`config.mk`:
```
export PLATFORM = sky130hd
export DESIGN_NAME = mpc_cfg_ctrl
export DESIGN_NICKNAME = d
export VERILOG_FILES = /design/src/rtl/mpc_pkg.sv /design/src/rtl/mpc_cfg_regs.sv /design/src/rtl/mpc_cfg_ctrl.sv
export SDC_FILE = /design/constraint.sdc
export NUM_CORES = 1
export LEC_CHECK = 0
export ABC_CLOCK_PERIOD_IN_PS = 2600
export CAP_MARGIN = 20
export CORE_MARGIN = 2
export CORE_UTILIZATION = 35
export DETAILED_ROUTE_END_ITERATION = 10
export GPL_TIMING_DRIVEN = 0
export PLACE_DENSITY_LB_ADDON = 0.05
export SETUP_SLACK_MARGIN = 0.4
export SLEW_MARGIN = 20
export SYNTH_ARGS = -nofsm -noshare
export SYNTH_HDL_FRONTEND = slang
export SYNTH_SLANG_ARGS = --single-unit
```
`constraint.sdc`:
```
create_clock -name wb_clk_i -period 2.6 [get_ports wb_clk_i]
set_input_delay 0.39 -clock wb_clk_i [delete_from_list [all_inputs] [get_ports wb_clk_i]]
set_output_delay 0.39 -clock wb_clk_i [all_outputs]
set_load 0.03 [all_outputs]
```
`src/rtl/mpc_pkg.sv`:
```
// Shared types and constants for the multi-project-chip configuration controller.
// Register offsets are word indices taken from wbs_adr_i[3:2].
package mpc_pkg;

  localparam int CFG_W  = 4;
  localparam int NMACRO = 4;

  typedef enum logic [1:0] {
    ST_IDLE    = 2'd0,
    ST_QUIESCE = 2'd1,
    ST_SWITCH  = 2'd2,
    ST_SETTLE  = 2'd3
  } mpc_state_e;

  localparam logic [1:0] OFS_CTRL   = 2'd0;
  localparam logic [1:0] OFS_STATUS = 2'd1;
  localparam logic [1:0] OFS_SWRST  = 2'd2;

  localparam int APPLY_BIT   = 8;
  localparam int ERR_CLR_BIT = 9;
  localparam int BUSY_BIT    = 8;
  localparam int ERR_BIT     = 9;
  localparam int COUNT_LSB   = 16;

  function automatic logic [31:0] status_word(input logic [CFG_W-1:0] cfg,
                                              input logic busy,
                                              input logic err,
                                              input logic [7:0] count);
    logic [31:0] w;
    w = '0;
    w[CFG_W-1:0]            = cfg;
    w[BUSY_BIT]             = busy;
    w[ERR_BIT]              = err;
    w[COUNT_LSB+7:COUNT_LSB] = count;
    return w;
  endfunction

endpackage

```
`src/rtl/mpc_cfg_regs.sv`:
```
// Wishbone slave: address decode, single-cycle ack, register file and read mux.
// Emits a one-cycle apply request together with the value pending will hold.
module mpc_cfg_regs
  import mpc_pkg::*;
#(
  parameter logic [31:0] BASE_ADR = 32'h3000_0000
) (
  input  logic              clk,
  input  logic              rst,
  input  logic              stb_i,
  input  logic              cyc_i,
  input  logic              we_i,
  input  logic [3:0]        sel_i,
  input  logic [31:0]       dat_i,
  input  logic [31:0]       adr_i,
  output logic              ack_o,
  output logic [31:0]       dat_o,
  input  logic              busy_i,
  input  logic [CFG_W-1:0]  active_cfg_i,
  input  logic [7:0]        switch_cnt_i,
  output logic              apply_req_o,
  output logic [CFG_W-1:0]  apply_cfg_o,
  output logic [NMACRO-1:0] swrst_o
);

  logic              ack_q, ack_d;
  logic [31:0]       dat_q, dat_d;
  logic [CFG_W-1:0]  pending_q, pending_d;
  logic [NMACRO-1:0] swrst_q, swrst_d;
  logic              err_q, err_d;
  logic              accept, ctrl_wr, err_clr;
  logic [1:0]        ofs;
  logic [31:0]       rdata;
  logic              unused_bits;

  assign unused_bits = ^{adr_i[1:0], dat_i[31:10], dat_i[7:CFG_W], sel_i[3:2]};

  always_comb begin
    ofs       = adr_i[3:2];
    // The ~ack term makes a held strobe complete once every other cycle.
    accept    = stb_i & cyc_i & ~ack_q & (adr_i[31:4] == BASE_ADR[31:4]);
    ctrl_wr   = accept & we_i & (ofs == OFS_CTRL);
    err_clr   = ctrl_wr & sel_i[1] & dat_i[ERR_CLR_BIT];
    apply_req_o = ctrl_wr & sel_i[1] & dat_i[APPLY_BIT];

    pending_d = pending_q;
    if (ctrl_wr && sel_i[0]) pending_d = dat_i[CFG_W-1:0];
    apply_cfg_o = pending_d;

    swrst_d = swrst_q;
    if (accept && we_i && ofs == OFS_SWRST && sel_i[0]) swrst_d = dat_i[NMACRO-1:0];

    // A rejected apply wins over a clear arriving in the same write.
    err_d = err_q;
    if (err_clr) err_d = 1'b0;
    if (apply_req_o && busy_i) err_d = 1'b1;

    rdata = '0;
    case (ofs)
      OFS_CTRL:   rdata = {{(32-CFG_W){1'b0}}, pending_q};
      OFS_STATUS: rdata = status_word(active_cfg_i, busy_i, err_q, switch_cnt_i);
      OFS_SWRST:  rdata = {{(32-NMACRO){1'b0}}, swrst_q};
      default:    rdata = '0;
    endcase

    ack_d = accept;
    dat_d = (accept && !we_i) ? rdata : '0;
  end

  always_ff @(posedge clk) begin
    if (rst) begin
      ack_q     <= 1'b0;
      dat_q     <= '0;
      pending_q <= '0;
      swrst_q   <= '0;
      err_q     <= 1'b0;
    end else begin
      ack_q     <= ack_d;
      dat_q     <= dat_d;
      pending_q <= pending_d;
      swrst_q   <= swrst_d;
      err_q     <= err_d;
    end
  end

  assign ack_o   = ack_q;
  assign dat_o   = dat_q;
  assign swrst_o = swrst_q;

endmodule

```
`src/rtl/mpc_cfg_ctrl.sv`:
```
// Configuration select controller: every change of configuration is wrapped in a
// quiesce / switch / settle sequence with pad enables blocked and macros in reset.
module mpc_cfg_ctrl
  import mpc_pkg::*;
#(
  parameter logic [31:0] BASE_ADR       = 32'h3000_0000,
  parameter int unsigned QUIESCE_CYCLES = 16
) (
  input  logic              wb_clk_i,
  input  logic              wb_rst_i,
  input  logic              wbs_stb_i,
  input  logic              wbs_cyc_i,
  input  logic              wbs_we_i,
  input  logic [3:0]        wbs_sel_i,
  input  logic [31:0]       wbs_dat_i,
  input  logic [31:0]       wbs_adr_i,
  output logic              wbs_ack_o,
  output logic [31:0]       wbs_dat_o,
  output logic [CFG_W-1:0]  configuration,
  output logic              pad_oe_block,
  output logic [NMACRO-1:0] macro_rst_o,
  output logic              busy
);

  localparam logic [7:0] RELOAD = 8'(QUIESCE_CYCLES - 1);

  mpc_state_e        state_q, state_d;
  logic [7:0]        cnt_q, cnt_d;
  logic [CFG_W-1:0]  target_q, target_d;
  logic [CFG_W-1:0]  cfg_q, cfg_d;
  logic [7:0]        count_q, count_d;
  logic              busy_q, busy_d;
  logic              apply_req;
  logic [CFG_W-1:0]  apply_cfg;
  logic [NMACRO-1:0] swrst;

  mpc_cfg_regs #(.BASE_ADR(BASE_ADR)) u_regs (
    .clk          (wb_clk_i),
    .rst          (wb_rst_i),
    .stb_i        (wbs_stb_i),
    .cyc_i        (wbs_cyc_i),
    .we_i         (wbs_we_i),
    .sel_i        (wbs_sel_i),
    .dat_i        (wbs_dat_i),
    .adr_i        (wbs_adr_i),
    .ack_o        (wbs_ack_o),
    .dat_o        (wbs_dat_o),
    .busy_i       (busy_q),
    .active_cfg_i (cfg_q),
    .switch_cnt_i (count_q),
    .apply_req_o  (apply_req),
    .apply_cfg_o  (apply_cfg),
    .swrst_o      (swrst)
  );

  always_comb begin
    state_d  = state_q;
    cnt_d    = cnt_q;
    target_d = target_q;
    cfg_d    = cfg_q;
    count_d  = count_q;
    case (state_q)
      ST_IDLE: begin
        // Target is latched here so pending writes during the sequence cannot leak in.
        if (apply_req) begin
          state_d  = ST_QUIESCE;
          cnt_d    = RELOAD;
          target_d = apply_cfg;
        end
      end
      ST_QUIESCE: begin
        if (cnt_q == 8'd0) state_d = ST_SWITCH;
        else               cnt_d   = cnt_q - 8'd1;
      end
      ST_SWITCH: begin
        cfg_d   = target_q;
        count_d = count_q + 8'd1;
        cnt_d   = RELOAD;
        state_d = ST_SETTLE;
      end
      default: begin
        if (cnt_q == 8'd0) state_d = ST_IDLE;
        else               cnt_d   = cnt_q - 8'd1;
      end
    endcase
    busy_d = (state_d != ST_IDLE);
  end

  // Reset lands in SETTLE so macros stay held and pads blocked after power-up.
  always_ff @(posedge wb_clk_i) begin
    if (wb_rst_i) begin
      state_q  <= ST_SETTLE;
      cnt_q    <= RELOAD;
      target_q <= '0;
      cfg_q    <= '0;
      count_q  <= '0;
      busy_q   <= 1'b1;
    end else begin
      state_q  <= state_d;
      cnt_q    <= cnt_d;
      target_q <= target_d;
      cfg_q    <= cfg_d;
      count_q  <= count_d;
      busy_q   <= busy_d;
    end
  end

  assign configuration = cfg_q;
  assign busy          = busy_q;
  assign pad_oe_block  = busy_q;
  assign macro_rst_o   = swrst | {NMACRO{busy_q}};

endmodule
```
==> impl_metrics.env <==
export IMPL_outcome="complete, no violations"
export IMPL_worstPathArrival_ns=2.33
export IMPL_rsz0062_at_grt="true"
export IMPL_fin_skew_ns=0.006562
export IMPL_place_area_um2=3132
export IMPL_syn_area_um2=2311
export IMPL_ir_drop_mv=0.2364
export IMPL_start_util=0.3639
export IMPL_ys_warn_count=0
export IMPL_die_area_um2=7268
export IMPL_yosys_top_cells_count="dfxtp_1, nor2_1, buf_4"
export IMPL_wl_um=4980
export IMPL_yosys_mux_area_fraction=0.08879
export IMPL_end_kind="flip-flop"
export IMPL_die_width_um=85.26
export IMPL_rows=29
export IMPL_fin_util=0.5232
export IMPL_nNetsFinal=424
export IMPL_syn_area_per_cell_um2=9.207
export IMPL_async_flop_share=0
export IMPL_whs_ns=0.4599
export IMPL_dpl_hpwl_um=3888
export IMPL_cp_start_kind="primary input"
export IMPL_pin_count=116
export IMPL_antenna_found_initial=0
export IMPL_tightestPinTransition_ns=0.4999
export IMPL_synth_area_leader_cell="dfxtp_1"
export IMPL_place_congestion=0.7900
export IMPL_portBuffers=66
export IMPL_gr_usage_all_layers=0.1414
export IMPL_clock_latency_ns=0.30
export IMPL_cp_slowest_cell="clkdlybuf4s50_1"
export IMPL_finalSetupViolCount=0
export IMPL_fin_area_um2=3322
export IMPL_path_delay_family="simple AND/OR/NAND/NOR gates"
export IMPL_ys_flop_type="dfxtp_1"
export IMPL_layout_drive_gt1_share=0.1519
export IMPL_root_buffer="clkbuf_8"
export IMPL_crit_path_max_incr_delay_ns=0.44
export IMPL_syn_inst=251
export IMPL_grt_ovfl_total=0
export IMPL_grt_pass1_vias=1830
export IMPL_clock_sinks=51
export IMPL_grt_pass1_wl_um=8252
export IMPL_slew_viol_final=0
export IMPL_critPathKind="primary input to flip-flop"
export IMPL_ant_nets=0
export IMPL_synth_simple_area_share=0.2756
export IMPL_syn2layout_area_growth_pct=43.75
export IMPL_holdCritPathClass="flip-flop to flip-flop"
export IMPL_ys_ff_latch=51
export IMPL_cts_max_level=2
export IMPL_post_route_period_util=0.8025
export IMPL_cp_data_required_time_ns=2.84
export IMPL_yosys_area_top_type_share=0.4418
export IMPL_ys_seq_area_frac=0.4418
export IMPL_drt_initial_drc_count=54
export IMPL_p_leak_nw=1.297
export IMPL_synthXorXnorAreaFrac=0.04548
export IMPL_synth_top_family_by_area="simple AND/OR/NAND/NOR gates"
export IMPL_max_freq_mhz=479.3
export IMPL_synth_cell_types=40
export IMPL_synth_edf_count=0
export IMPL_relSlewSlack=0.6637
export IMPL_drc=0
export IMPL_cts_buffer_depth=2
export IMPL_powerDensity_nw_per_um2=456.3
export IMPL_grt_max_degree=18
export IMPL_numCtsBuffers=5
export IMPL_crit_fanout=5
export IMPL_diodes=0
export IMPL_cts_tree="built"
export IMPL_wl_per_cell_um=11.69
export IMPL_yosysMostFrequentCell="dfxtp_1"
export IMPL_min_period_ns=2.086
export IMPL_synth_area_top_cells="dfxtp_1, mux2i_1, buf_4"
export IMPL_clk_pin_slew_ns=0.09
export IMPL_die_y_um=85.26
export IMPL_synth_compound_area_frac=0.05089
export IMPL_dr_pass1_iters=4
export IMPL_critical_path_buf_inv_count=1
export IMPL_synth_fa_ha_area_frac=0.01624
export IMPL_crit_chain="clkdlybuf4s50_1 > nor4bb_2 > nand4_1 > or2_1 > or3_1 > nor2_1"
export IMPL_finalPower_mw=1.516
export IMPL_vias=1956
export IMPL_vias_per_cell=4.592
export IMPL_core_area_um2=6350
export IMPL_hold_viol=0
export IMPL_drv_cap=0
cell usage in the layout (no fill, tap or decap), types with 6 or more instances in the layout:
cell	synthesis	routed
and2_1	10	10
nand2_1	18	18
nor4_1	7	7
nor2_1	38	38
clkdlybuf4s50_1	0	66
buf_4	19	26
dfxtp_1	51	51
mux2i_1	16	16
xor2_1	9	9
a21oi_1	14	14
conb_1	1	18
nand4_1	6	6
power breakdown:
group          total, mW  switching, mW  internal (mW)
Combinational      0.166         0.0777         0.0886
Clock              0.561          0.271          0.290
Sequential         0.789        0.00440          0.784
logic make-up (layout without fill, tap and decap cells):
family,after synthesis,count (layout)
other,1,18
muxes,20,20
xor gates and xnor gates,12,12
buffers and inverters,28,109
adders and majority gates,3,3
DFF,51,51
and+or+nand+nor,115,115
AOI/OAI and AO/OA,21,21
layer usage:
metal	up-vias	global-route usage	share of wire
li1	1012	-	-
met1	863	0.1805	0.47
met2	76	0.2337	0.45
met3	5	0.04183	0.074
met4	0	0.03608	0.010
met5	-	0	0
path summary, 6_finish.rpt:
check	from	endpoint	slack [ns]	depth (start not counted)
max	wbs_cyc_i	u_regs.dat_o[2]	0.51	6
min	target_q[0]	configuration[0]	0.46	2
max reg2reg	u_regs.ack_o	u_regs.dat_o[2]	0.69	5
min reg2reg	target_q[0]	configuration[0]	0.46	2
worst register-to-register path, delay by kind of cell (launching register included):
| family | cells | cell delay (ns) |
|---|---|---|
| simple gates | 5 | 1.51 |
| flops | 1 | 0.33 |
repair_timing:
action / in CTS / in global routing
hold buffers: 0 / 0
pin swaps: 2 / 5
resized for setup: 1 / 3
endpoints found under the setup margin: 34 / 34
setup buffers: 2 / 5
per-stage QoR:
step                      instances  TNS (ns)  setup slack, ns
after floorplan                 268         0           0.7465
after global placement          411    -2.122          -0.1878
after detailed placement        411    -2.927          -0.2023
after CTS                       421         0           0.3548
after global routing            426         0           0.3976
final                           426         0           0.5136
final cells by class:
class | instances | area (µm²)
Clock buffer | 5 | 68.82
Multi-Input combinational cell | 189 | 1192
Buffer | 25 | 172.7
Inverter | 3 | 11.26
Tap cell | 77 | 96.34
Timing Repair Buffer | 73 | 713.2
Sequential cell | 51 | 1021
Clock inverter | 3 | 46.29
Fill cell | 634 | 3028
registers in the layout, summed over array words and instances (netlist names):
name              count
count_q               8
u_regs.ack_o          1
busy                  1
target_q              4
u_regs.swrst_o        4
configuration         4
u_regs.pending_q      4
u_regs.err_q          1
cnt_q                 8
u_regs.dat_o         14
state_q               2
No activity file was read; power rests on OpenSTA's default activity.
==> edit, RTL diff (config.mk and constraints unchanged) <==
Change the package constant `CFG_W` from 4 to 3.
--- a/src/rtl/mpc_pkg.sv
+++ b/src/rtl/mpc_pkg.sv
@@ -2,7 +2,7 @@
 // Register offsets are word indices taken from wbs_adr_i[3:2].
 package mpc_pkg;
 
-  localparam int CFG_W  = 4;
+  localparam int CFG_W  = 3;
   localparam int NMACRO = 4;
 
   typedef enum logic [1:0] {
Interface: changed (resized configuration); port bits go from 116 to 115. No check against the original RTL was run, so the function may have changed too.
==> edit against the unedited design <==
  * Utilization fell by 2.5 points
  * Setup slack got worse by 0.019 ns
  * Design area rose by 0.11%
  * Routed wire length rose by 11%
  * Global-route usage rose by 0.94 points
  * Synthesized cell count fell by 2.0%
  * Total power fell by 2.3%
  * Sequential cell count fell by 3
  * Synthesized area rose by 2.7%
  * Sequential share of layout area fell by 1.8 points
  * Highest routed layer unchanged
==> edit: results <==
{
  "grt.met1_usage": 0.188,
  "use_met3": 0.0343,
  "holdWs_ns": 0.458,
  "status": "complete, no violations",
  "finalNetCount": 412,
  "slew_headroom": 0.588,
  "use_met2": 0.263,
  "grt_max_degree": 17,
  "ys_seq_area_frac": 0.405,
  "min-delay-start": "u_regs.err_q$_SDFFE_PP0P_",
  "arrival_ns": 2.35,
  "drt_wl_total_mm": 5.52,
  "setup_ws_ns": 0.495,
  "drt_iter0_drc": 33,
  "gp_congestion": 0.780,
  "synth-compound-area-share": 0.0928,
  "dpl.hpwl_mm": 4.25,
  "finClkSkew_ns": 0.00488,
  "routedWlPerCell_um": 13.2,
  "rrSetupSlack_ns": 0.79,
  "port-buffer-count": 64,
  "ys_types": 43,
  "power.leakage_nw": 1.30,
  "grt_pass1_vias": 1850,
  "wl_met3_um": 283,
  "synth_cells": 246,
  "grt.total_usage": 0.151,
  "wl_met1_mm": 2.37,
  "setup.worst_path.start": "wbs_adr_i[13]"
}
-- edit: cell count changes after synthesis, moves of 3 or more --
cell	before	now
dfxtp_1	51	48
nor4_1	7	1
xor2_1	9	6
o21bai_1	1	4
mux2_2	4	0
a31o_2	0	3
nor4_4	2	7
nand2_1	18	8
or3_1	4	1
a211oi_1	0	5
and3_1	1	4
-- edit: cell type report --
cell class	count	area (um2)	area share
buffer	26	171	0.0515
clock buffer	5	68.8	0.0207
clock inverter	3	46.3	0.0139
inverter	4	15.0	0.00451
multi-input combinational	185	1310	0.393
sequential	48	961	0.289
tap	80	100	0.0301
timing repair buffer	66	656	0.197
-- edit: where the power goes --
| group | switching (mW) | leakage (nW) | total, mW | internal, mW |
|---|---|---|---|---|
| Sequential | 0.00575 | 0.387 | 0.744 | 0.738 |
| Combinational | 0.0888 | 0.861 | 0.180 | 0.0912 |
| Clock | 0.266 | 0.0548 | 0.556 | 0.290 |
